===== src/rtl/cram_writer.sv =====
// Palette CRAM write port: merges Z80 byte-pair writes, DMA word writes and a range-fill engine
// into one registered CRAM write stream with fixed priority CPU > DMA > fill.
module cram_writer (
    input  logic        clk,
    input  logic        rst,
    input  logic        cpu_wr,
    input  logic        cpu_a0,
    input  logic [7:0]  cpu_addr,
    input  logic [7:0]  cpu_data,
    input  logic        dma_req,
    input  logic [7:0]  dma_addr,
    input  logic [15:0] dma_data,
    output logic        dma_ack,
    input  logic        fill_start,
    input  logic [7:0]  fill_base,
    input  logic [7:0]  fill_len,
    input  logic [15:0] fill_data,
    output logic        fill_busy,
    output logic [7:0]  cram_addr_out,
    output logic [15:0] cram_data_out,
    output logic        cram_we
);

    localparam logic [0:0] StIdle = 1'b0;
    localparam logic [0:0] StFill = 1'b1;

    logic [0:0]  state_q, state_d;
    logic [7:0]  lo_q, lo_d;
    logic [7:0]  ptr_q, ptr_d;
    logic [8:0]  cnt_q, cnt_d;
    logic [15:0] fdata_q, fdata_d;
    logic [7:0]  addr_q, addr_d;
    logic [15:0] data_q, data_d;
    logic        we_q, we_d;
    logic        ack_q, ack_d;

    logic cpu_commit, dma_grant, fill_grant;

    always_comb begin
        cpu_commit = cpu_wr & cpu_a0;
        // The ack of the previous DMA write blocks the next, spacing DMA writes two cycles apart.
        dma_grant  = ~cpu_commit & dma_req & ~ack_q;
        fill_grant = ~cpu_commit & ~dma_grant & (state_q == StFill);

        state_d = state_q;
        lo_d    = lo_q;
        ptr_d   = ptr_q;
        cnt_d   = cnt_q;
        fdata_d = fdata_q;
        addr_d  = addr_q;
        data_d  = data_q;
        we_d    = 1'b0;
        ack_d   = dma_grant;

        if (cpu_wr && !cpu_a0) begin
            lo_d = cpu_data;
        end

        if (cpu_commit) begin
            addr_d = cpu_addr;
            data_d = {cpu_data, lo_q};
            we_d   = 1'b1;
        end else if (dma_grant) begin
            addr_d = dma_addr;
            data_d = dma_data;
            we_d   = 1'b1;
        end else if (fill_grant) begin
            addr_d = ptr_q;
            data_d = fdata_q;
            we_d   = 1'b1;
            ptr_d  = ptr_q + 8'd1;
            cnt_d  = cnt_q - 9'd1;
            if (cnt_q == 9'd1) begin
                state_d = StIdle;
            end
        end

        if (state_q == StIdle && fill_start) begin
            ptr_d   = fill_base;
            fdata_d = fill_data;
            cnt_d   = (fill_len == 8'd0) ? 9'd256 : {1'b0, fill_len};
            state_d = StFill;
        end
    end

    always_ff @(posedge clk) begin
        if (rst) begin
            state_q <= StIdle;
            lo_q    <= 8'h00;
            ptr_q   <= 8'h00;
            cnt_q   <= 9'd0;
            fdata_q <= 16'h0000;
            addr_q  <= 8'h00;
            data_q  <= 16'h0000;
            we_q    <= 1'b0;
            ack_q   <= 1'b0;
        end else begin
            state_q <= state_d;
            lo_q    <= lo_d;
            ptr_q   <= ptr_d;
            cnt_q   <= cnt_d;
            fdata_q <= fdata_d;
            addr_q  <= addr_d;
            data_q  <= data_d;
            we_q    <= we_d;
            ack_q   <= ack_d;
        end
    end

    assign cram_we       = we_q;
    assign cram_addr_out = addr_q;
    assign cram_data_out = data_q;
    assign dma_ack       = ack_q;
    assign fill_busy     = (state_q == StFill);

endmodule


===== config.mk =====
export PLATFORM = sky130hd
export DESIGN_NAME = cram_writer
export DESIGN_NICKNAME = d
export VERILOG_FILES = /design/src/rtl/cram_writer.sv
export SDC_FILE = /design/constraint.sdc
export NUM_CORES = 1
export LEC_CHECK = 0
export CAP_MARGIN = 20
export CORE_ASPECT_RATIO = 1.25
export CORE_MARGIN = 4
export CORE_UTILIZATION = 40
export CTS_CLUSTER_DIAMETER = 150
export DETAILED_ROUTE_END_ITERATION = 16
export PLACE_DENSITY = 0.75
export SYNTH_ARGS = -nofsm -noshare
export SYNTH_HDL_FRONTEND = slang
export SYNTH_SLANG_ARGS = --single-unit

===== constraint.sdc =====
create_clock -name clk -period 1.6 [get_ports clk]
set_input_delay 0.32 -clock clk [delete_from_list [all_inputs] [get_ports clk]]
set_output_delay 0.32 -clock clk [all_outputs]
set_load 0.005 [all_outputs]

======== Word-level counts from Yosys, hierarchy flattened ========
Cells that the tools add are included.
storage, ports and cells
  register bits after elaboration ......... 68
  input port bits ......................... 78
  logic and storage cells ................. 55
operators by class
  $add $sub $neg .......................... 2
  eq/ne operators ......................... 3
  mux-type cells .......................... 23
  bitwise operators ....................... 9
  reductions and logical operators ........ 9
operators by type and width
  cell                                                                      count
  8-bit 2-to-1 mux                                                          7
  16-bit 2-to-1 mux                                                         3
  9-bit 2-to-1 mux                                                          5
  9-bit by 1-bit equality test with 1-bit output (second input constant)    1
  9-bit by 1-bit subtractor with 9-bit output (second input constant)       1
  8-bit by 1-bit adder with 8-bit output (second input constant)            1
  8-bit zero test                                                           1
  1-bit 2-to-1 mux                                                          8
  1-bit AND                                                                 5
  2-bit by 1-bit inequality test with 1-bit output (second input constant)  2
  1-bit NOT                                                                 4
  4-bit AND reduction                                                       1
  2-bit nonzero test                                                        2
  3-bit AND reduction                                                       1
  3-bit nonzero test                                                        1
  1-bit logical AND                                                         2
  1-bit zero test                                                           1

======== Depth between registers and ports, before layout ========
Gate-level depths: netlist (run 1).
  word-level depth ........................ 11
  gate-level depth with buffers ........... 6
  gate-level depth less buffers ........... 6

======== Least setup slack after synthesis (run 1) ========
OpenSTA, ideal clock, no wires.
  kind .................................... flip-flop to flip-flop
  start ................................... register cnt_q[0]
  end ..................................... register cnt_q[8]
  library setup time ...................... 0.139 ns
  arrival ................................. 1.503 ns
  setup slack ............................. -0.042 ns
  cell stages (with the launch flop) ...... 7
  path buffers ............................ 0
  clock period less this slack ............ 1.642 ns
  cell sequence ........................... dfxtp_1 -> inv_1 -> ha_1 -> or3b_1 -> nor4b_4 -> a311o_1 -> a221oi_2
on the way
  cells in the longest elaborated chain, start to end .. 5
ends and longest elaborated chain
  item                                         RTL line  source
  start, declared                              30        logic [8:0] cnt_q, cnt_d;
  start signal, assigned                       101       cnt_q <= cnt_d;
  9-bit by 1-bit subtractor with 9-bit output  72        cnt_d = cnt_q - 9'd1;
  9-bit 2-to-1 mux                             67        end else if (fill_grant) begin
  9-bit 2-to-1 mux                             63        end else if (dma_grant) begin
  9-bit 2-to-1 mux                             59        if (cpu_commit) begin
  9-bit 2-to-1 mux                             78        if (state_q == StIdle && fill_start) begin
No other way between the ends. The select of a mux whose other input is x is not followed.
A chain may end at the register's enable or synchronous reset.

======== Worst setup path after layout (run 1) ========
  start ................................... register cnt_q[1]
  end ..................................... register cnt_q[8]
The elaborated chain is that of the path after synthesis.

==> results.cfg, run 1 <==
[outcome]
run_status = finished with violations
failed_checks = negative setup slack

[finish]
finish.utilization_pct = 61.9
drive_above_1_share_pct = 15.8
layout.nets = 597
area.sequential_um2 = 1370
multiInputGateArea_um2 = 1700
leading_cell_types_in_the_layout_fill_and_taps_excluded = clkdlybuf4s50_1, nand2_1, dfxtp_1, nor2_1, buf_4
fillerInstances = 709
final_common_cell = clkdlybuf4s50_1
n_antenna_cell = 0
syn2layout_area_growth_pct = 51.7

[place]
dp.final_hpwl_mm = 7.37
globalplace.congestion = 0.933
place.port_buffers = 104

[critical_path]
critical_path_arrival_ns = 1.95
cp_max_fo = 4
crit_required_ns = 1.82
path_class = flip-flop to flip-flop
r2r_slack_ns = -0.12
crit_path_end_kind = flip-flop
crit_path_start_kind = flip-flop

[logic_synthesis]
post_synth_and_or_nand_nor_area_fraction_pct = 25.7
syn-num-nets = 469
synth_area_per_cell_um2 = 8.15
share_of_the_synthesized_area_in_compound_gates_ao_oa_aoi_oai_pct = 22.5
synth_async_sr_flop_share_pct = 0
synth_sequential_area_ratio_pct = 43.1
yosys_warnings = 0
synthMuxAreaShare_pct = 2.89
synth_area_leader_cell = dfxtp_1
dominant_combinational_cell_family_by_area_after_synthesis = simple AND/OR/NAND/NOR gates
ys_top_cells_by_area = dfxtp_1, nand2_1, a22o_1
synth_adder_area_share_pct = 1.19
synth_xor_area_share_pct = 0
synthDominantCellAreaShare_pct = 43.1
synth_flop_cell = dfxtp_1
synth.lib_cells_used.distinct = 50
postSynthRegisterBits = 68
mappedNetlistArea_um2 = 3160
postSynthCellCount = 388
synth-edff-count = 0

[sta]
post-route-min-period_ns = 1.72
timing.fmax_mhz = 581
worst_slack_ns = -0.122
setup_viol = 4
hold_viol_final = 0
max_slew.worst_pin.slew_ns = 0.595
finalClockSkew_ns = 0.00645
fin_hold_ws_ns = 0.341
setup_total_negative_slack_ns = -0.249
max-slew-margin-rel_pct = 60.2
final-max-slew-violation-count = 0
setup_repair_after_global_routing_missed_its_margin = yes
timing.final.crit_share_pct = 108

[route]
drt.antenna.violating_nets = 0
drt_first_pass_iters = 4
routed_via_density = 5.44
drtIter0Drc = 129
routed_wirelength_mm = 9.83
route.vias.total = 3348
drc = 0
wl_per_cell_um = 16.0

[global_route]
grt.total_usage_pct = 21.1
via_count_of_the_first_global_routing_pass = 3316
grt_antenna_before_repair = 0
globalRouteOverflowTotal = 0
grt_max_degree = 32
first_pass_grt_wire_length_mm = 15.5

[power]
design_power_total_uw = 4400
peakVddDrop_v = 0.000509
cellPowerDensity_nw_per_um2 = 919
leakagePower_uw = 0.00187

[clock_tree]
clock-sinks = 68
tritoncts = built
clockRootBuffer = clkbuf_8
cts.reportedPaths.clkPinSlew_ns = 0.07
clk_latency_ns = 0.34
cts-htree-levels = 3
cts_inserted_buffers = 9
ctsLongestPathBuffers = 2
post-cts-setup-buffer-count = 0

[worst_hold_path]
hold_class = input port to flip-flop

[die]
die_y_um = 107
floorplan.initialDensity_pct = 40.8
die-area_um2 = 9400
fp-row-count = 36
core_area_um2 = 7750
dieWidth_um = 87.5
design.portCount = 105

[job]
cap_viol_max_count = 0
[routing by layer]
layer	vias to the layer above	wire length, µm	track usage, %
met3	19	508	3.75
met2	106	5210	37.5
li1	1639	-	-
met4	0	207	9.10
met1	1584	3900	24.1
met5	-	0	0
[logic make-up (layout without fill, tap and decap cells)]
group                      count (synthesis)  in the layout
AOI/OAI and AO/OA                         99             99
and+or+nand+nor                          177            177
adders and majority gates                  3              3
DFF                                       68             68
muxes                                      9              9
buffers and inverters                     32            164
[layout make-up]
type / count / area share [%]
multi-input combinational: 288 / 35.5
timing repair buffer: 146 / 29.0
sequential: 68 / 28.5
clock buffer: 10 / 2.66
tap: 95 / 2.48
clock inverter: 5 / 1.62
inverter: 3 / 0.235
[synthesized netlist by cell type, drive strengths merged (2+ instances only)]
cell and n:
nand4 3, o311ai 2, mux2i 8, a211oi 4, a31oi 31, nand3 5, dfxtp 68, or3 2
buf 20, nand2 94, clkbuf 9, and2 2, a2bb2oi 2, o21bai 2, nand2b 2, a21oi 21
a22o 24, ha 3, nor3 6, nor4 5, inv 3, a311oi 4, and3 2, nor2 48
a311o 2, nor4b 2, nor2b 3
[worst paths after layout]
kind / start / endpoint / cells after the start
max: cnt_q[1]$_SDFFE_PP0P_ / cnt_q[8]$_SDFFE_PP0P_ / 6
max reg2reg: cnt_q[1]$_SDFFE_PP0P_ / cnt_q[8]$_SDFFE_PP0P_ / 6
min: rst / cram_we$_SDFF_PP0_ / 2
min reg2reg: fdata_q[13]$_SDFFE_PP0P_ / fdata_q[13]$_SDFFE_PP0P_ / 2
[critical path, stage by stage (launching register included)]
cell	delay, ns
dfxtp_2	0.32
inv_2	0.07
ha_4	0.14
or3b_4	0.39
nor4b_4	0.36
a311o_1	0.26
a221oi_2	0.07
[sequential cells by signal (all words and copies together), names as in the netlist]
| register | cells |
|---|---|
| cram_data_out | 16 |
| cram_addr_out | 8 |
| fill_busy | 1 |
| cnt_q | 9 |
| cram_we | 1 |
| ptr_q | 8 |
| dma_ack | 1 |
| lo_q | 8 |
| fdata_q | 16 |
[through the flow]
step                      cell area, µm²  setup WS, ns  std cells
after floorplan                     3180      -0.00742        388
after global placement              4540        -0.486        600
after detailed placement            4540        -0.544        600
after CTS                           4760       -0.0870        615
after global routing                4790        -0.151        615
final                               4790        -0.122        615
[power breakdown]
part / internal (µW) / total (µW) / switching [µW]
logic: 565 / 983 / 418
registers: 1820 / 1920 / 93.8
clock network: 864 / 1500 / 640
[timing repair]
action / in CTS / in global routing
endpoints found under the setup margin: 31 / 18
hold buffers: 0 / 0
pin swaps: 2 / 4
resized for setup: 4 / 10
Note: power is estimated with default switching activity, not from simulation.
==> run 2: changes to the inputs <==
Settings changed: CORE_UTILIZATION 40 to 41, PLACE_DENSITY 0.75 to 0.77.
==> run 2 against run 1 <==
  * Worst setup slack better by 0.062 ns
  * Non-clock buffer count unchanged
  * Hold slack gained 0.090 ns
  * Largest power group unchanged
  * Critical endpoint unchanged
  * The run still ends with negative setup slack left
  * Sequential power barely moved
  * Combinational power rose by 1%
==> results.cfg, run 2 (same netlist as run 1, synthesis figures left out) <==
[critical_path]
crit_path_end_kind = flip-flop
cp_max_fo = 4
critical_path_arrival_ns = 1.89
cp_cell_sequence = inv_2, ha_4, or3b_4, nor4b_4, a311o_1, a221oi_2
critical_path.max_stage_delay_ns = 0.40
path_class = flip-flop to flip-flop
crit_required_ns = 1.84
worst_path_slowest_cell = or3b_4
crit_path_start_kind = flip-flop

[power]
pwr-share-comb_pct = 21.6
peakVddDrop_v = 0.000546
switching_share_pct = 25.8
clock_power_share_pct = 37.1
leakagePower_uw = 0.00187
p_int_uw = 3420
switching_power_uw = 1190
design_power_total_uw = 4610
cellPowerDensity_nw_per_um2 = 961
pwr-share-seq_pct = 41.3

[clock_tree]
cts-htree-levels = 3
tritoncts = built
clk_latency_ns = 0.34
cts_inserted_buffers = 9
clockRootBuffer = clkbuf_8
cts.reportedPaths.clkPinSlew_ns = 0.08
clock-sinks = 68
ctsHoldBuffers = 0
ctsLongestPathBuffers = 2

[global_route]
globalRouteOverflowTotal = 0
via_count_of_the_first_global_routing_pass = 3333
grt.total_usage_pct = 21.7
first_pass_grt_wire_length_mm = 15.8
grt_max_degree = 31
grt_antenna_before_repair = 0

[finish]
area.sequential_um2 = 1370
final_common_cell = clkdlybuf4s50_1
multiInputGateArea_um2 = 1690
syn2layout_area_growth_pct = 51.9
fin_area_um2 = 4800
layout.nets = 597
finish.utilization_pct = 64.5
drive_above_1_share_pct = 16.1
leading_cell_types_in_the_layout_fill_and_taps_excluded = clkdlybuf4s50_1, nand2_1, dfxtp_1, nor2_1, buf_4
fillerInstances = 615
n_antenna_cell = 0

[route]
drt_first_pass_iters = 5
routed_wirelength_mm = 10.0
drc = 0
drtIter0Drc = 188
routed_via_density = 5.50
drt.antenna.violating_nets = 0
wl_per_cell_um = 16.4
route.vias.total = 3373

[sta]
timing.final.crit_share_pct = 104
timing.fmax_mhz = 603
max_slew.worst_pin.slew_ns = 0.415
worst_slack_ns = -0.0591
max-slew-margin-rel_pct = 72.1
post-route-min-period_ns = 1.66
finalClockSkew_ns = 0.0108
setup_viol = 3
final-max-slew-violation-count = 0
setup_total_negative_slack_ns = -0.0768
setup_repair_after_global_routing_missed_its_margin = yes
hold_viol_final = 0

[die]
design.portCount = 105
floorplan.initialDensity_pct = 42.5
dieWidth_um = 86.5
fp-row-count = 35
die-area_um2 = 9190
die_y_um = 106
core_area_um2 = 7440

[worst_hold_path]
hold_class = input port to flip-flop

[place]
postPlaceCellArea_um2 = 4520
detailedPlace.worstSlack_ns = -0.306
globalplace.congestion = 0.908
place.port_buffers = 104
dp.final_hpwl_mm = 7.43

[outcome]
failed_checks = negative setup slack
run_status = finished with violations

[job]
cap_viol_max_count = 0
==> run 2: cell count changes in the layout (fill, tap and decap cells not counted), sizes merged <==
| cell | delta |
|---|---|
| buf | +1 |
| bufinv | +1 |
| clkbuf | -1 |
| clkinv | +1 |
| clkinvlp | -1 |
| dlygate4sd2 | +1 |
| dlymetal6s2s | -1 |
==> run 2: per-stage QoR <==
| step | cells | hold WS [ns] |
|---|---|---|
| 6_report | 613 | 0.431 |
| 5_1_grt | 613 | 0.435 |
| 4_1_cts | 611 | 0.434 |
| 3_5_place_dp | 594 | 0.448 |
| 3_3_place_gp | 594 | 0.444 |
| 2_1_floorplan | 388 | 0.437 |
==> run 2: power groups by stage <==
stage / sequential, µW / combinational (µW) / clock (µW)
2_1_floorplan: 1940 / 445 / 0
3_3_place_gp: 1940 / 950 / 0
3_5_place_dp: 1940 / 973 / 0
4_1_cts: 1910 / 982 / 1720
5_1_grt: 1920 / 1080 / 1790
6_report: 1910 / 995 / 1710
==> run 2: path summary, 6_finish.rpt <==
| kind | startpoint | slack [ns] | endpoint | cells past startpoint |
|---|---|---|---|---|
| setup / recovery | cnt_q[0]$_SDFFE_PP0P_ | -0.06 | cnt_q[8]$_SDFFE_PP0P_ | 6 |
| hold / removal | rst | 0.43 | cram_we$_SDFF_PP0_ | 3 |
| setup reg to reg | cnt_q[0]$_SDFFE_PP0P_ | -0.06 | cnt_q[8]$_SDFFE_PP0P_ | 6 |
| hold reg to reg | fdata_q[0]$_SDFFE_PP0P_ | 0.46 | fdata_q[0]$_SDFFE_PP0P_ | 2 |
==> run 2: critical path, delay by kind of cell (launching register included) <==
| kind | cells | cell delay (ns) |
|---|---|---|
| AO/OA/AOI/OAI | 2 | 0.30 |
| adder cells (fa/ha/maj) | 1 | 0.15 |
| buffers and inverters | 1 | 0.07 |
| flip-flops | 1 | 0.33 |
| AND/OR/NAND/NOR | 2 | 0.70 |
==> run 2: what timing repair did <==
action | CTS | global route
gates resized for setup | 4 | 5
pin swaps | 4 | 0
setup buffers | 1 | 2
setup endpoints to repair | 5 | 24
==> run 2: area by class of cell <==
cell class                      instances  share of cell area (%)
Sequential cell                        68                    28.5
Clock buffer                           10                    2.66
Multi-Input combinational cell        288                    35.2
Tap cell                               92                    2.40
Clock inverter                          6                    2.35
Timing Repair Buffer                  146                    28.6
Inverter                                3                   0.235
==> run 2: routing by layer <==
metal	share of wire (%)	GRT usage, %	vias up
met4	3.3	10.1	0
met2	50	36.8	141
met1	40	26.0	1573
met5	0	0	-
li1	-	-	1630
met3	6.0	4.42	29
==> run 3: changes to the inputs <==
==> constraint.sdc (replaced) <==
create_clock -name clk -period 1.6 [get_ports clk]
set_input_delay 0.32 -clock clk [delete_from_list [all_inputs] [get_ports clk]]
set_output_delay 0.32 -clock clk [all_outputs]
set_load 0.05 [all_outputs]
==> run 3 against run 2 <==
  * Hold slack lost 0.066 ns
  * Wire length shrank 0.17%
  * Largest cell class unchanged
  * The flow still finishes with violations (negative setup slack)
  * Flip-flop and latch count is the same
  * Clock skew shrank 0.0034 ns
  * Worst setup slack lost 0.035 ns
  * Largest power group unchanged
  * Final area shrank 0.94%
  * Count of clock-buffer cells in the layout is the same
  * Via count grew 0.24%
==> results.cfg, run 3 (same netlist as run 1, synthesis figures left out) <==
[die]
fp-row-count = 35
die-area_um2 = 9190
core_area_um2 = 7440
floorplan.initialDensity_pct = 42.5
die_y_um = 106
design.portCount = 105
dieWidth_um = 86.5

[global_route]
grt_max_degree = 37
grt_antenna_before_repair = 0
grt.total_usage_pct = 21.2
globalRouteOverflowTotal = 0
via_count_of_the_first_global_routing_pass = 3280
first_pass_grt_wire_length_mm = 15.5

[outcome]
failed_checks = negative setup slack
run_status = finished with violations

[power]
cellPowerDensity_nw_per_um2 = 1010
peakVddDrop_v = 0.000566
design_power_total_uw = 4800
leakagePower_uw = 0.00191

[worst_hold_path]
hold_class = input port to flip-flop

[place]
dp.final_hpwl_mm = 7.24
globalplace.congestion = 0.896
postPlaceCellArea_um2 = 4420
place.port_buffers = 104

[finish]
n_antenna_cell = 0
drive_above_1_share_pct = 21.3
syn2layout_area_growth_pct = 50.4
leading_cell_types_in_the_layout_fill_and_taps_excluded = nand2_1, clkdlybuf4s50_1, dfxtp_1, buf_4, nor2_1
final_common_cell = nand2_1
fin_area_um2 = 4750
layout.nets = 597

[sta]
setup_viol = 3
post-route-min-period_ns = 1.69
finalClockSkew_ns = 0.00744
setup_total_negative_slack_ns = -0.216
max-slew-margin-rel_pct = 68.2
timing.final.crit_share_pct = 106
max_slew.worst_pin.slew_ns = 0.474
hold_viol_final = 0
timing.fmax_mhz = 590
final-max-slew-violation-count = 0
setup_repair_after_global_routing_missed_its_margin = yes
worst_slack_ns = -0.0940

[route]
routed_wirelength_mm = 10.0
drc = 0
route.vias.total = 3381
drt_first_pass_iters = 4
drt.antenna.violating_nets = 0
wl_per_cell_um = 16.3
routed_via_density = 5.52
drtIter0Drc = 142

[critical_path]
cp_max_fo = 3
path_class = flip-flop to flip-flop
crit_path_start_kind = flip-flop
crit_path_end_kind = flip-flop
critical_path_arrival_ns = 1.91
crit_required_ns = 1.81

[clock_tree]
cts-htree-levels = 3
clk_latency_ns = 0.34
clockRootBuffer = clkbuf_8
ctsLongestPathBuffers = 2
tritoncts = built
clock-sinks = 68
cts.reportedPaths.clkPinSlew_ns = 0.08
cts_inserted_buffers = 9

[job]
cap_viol_max_count = 0
-- run 3: worst paths after layout --
check | startpoint | end | slack [ns] | depth (start not counted)
setup / recovery | cnt_q[0]$_SDFFE_PP0P_ | cnt_q[6]$_SDFFE_PP0P_ | -0.09 | 7
hold / removal | rst | cram_we$_SDFF_PP0_ | 0.36 | 2
setup reg to reg | cnt_q[0]$_SDFFE_PP0P_ | cnt_q[6]$_SDFFE_PP0P_ | -0.09 | 7
hold reg to reg | fdata_q[3]$_SDFFE_PP0P_ | fdata_q[3]$_SDFFE_PP0P_ | 0.46 | 2
-- run 3: routing by layer --
layer	part of all wire (%)	track usage [%]	up-vias
li1	-	-	1641
met1	40	25.6	1616
met2	51	36.7	101
met3	5.7	3.02	23
met4	2.7	9.69	0
met5	0	0	-
-- run 3: cell type report --
type	instances	area (µm²)
clock buffers	10	128
clock inverters	6	113
fillers	635	2690
inverters	3	11.3
multi-input cells	289	1700
flip-flops and latches	68	1370
well taps	92	115
repair buffers	145	1320
-- run 3: per-stage QoR --
stage	utilization, %	setup slack (ns)	std cells	hold WS [ns]
after floorplan	-	-0.00742	388	0.437
after global placement	59.4	-0.548	590	0.444
after detailed placement	59.4	-0.601	590	0.447
after CTS	63.3	-0.0795	611	0.333
after global routing	63.9	-0.186	613	0.353
final	63.9	-0.0940	613	0.365
-- run 3: critical path: stages (launching register included) --
cell and delay (ns):
dfxtp_2 0.33, inv_2 0.07, ha_4 0.13, or3b_4 0.40
nor4b_4 0.30, buf_4 0.18, a21o_1 0.10, a21oi_1 0.05
-- run 3: where the power goes --
| part | internal [µW] | switching [µW] | leakage (µW) |
|---|---|---|---|
| combinational | 551 | 628 | 0.00123 |
| sequential | 1820 | 95.8 | 0.000562 |
| clock | 1040 | 664 | 0.000120 |
-- run 3: repair_timing --
item,in CTS,in global routing
cloned,0,1
hold buffers,0,0
pin swaps,5,4
buffers inserted,5,1
hold endpoints to repair,0,0
endpoints found under the setup margin,29,29
resized for setup,5,7
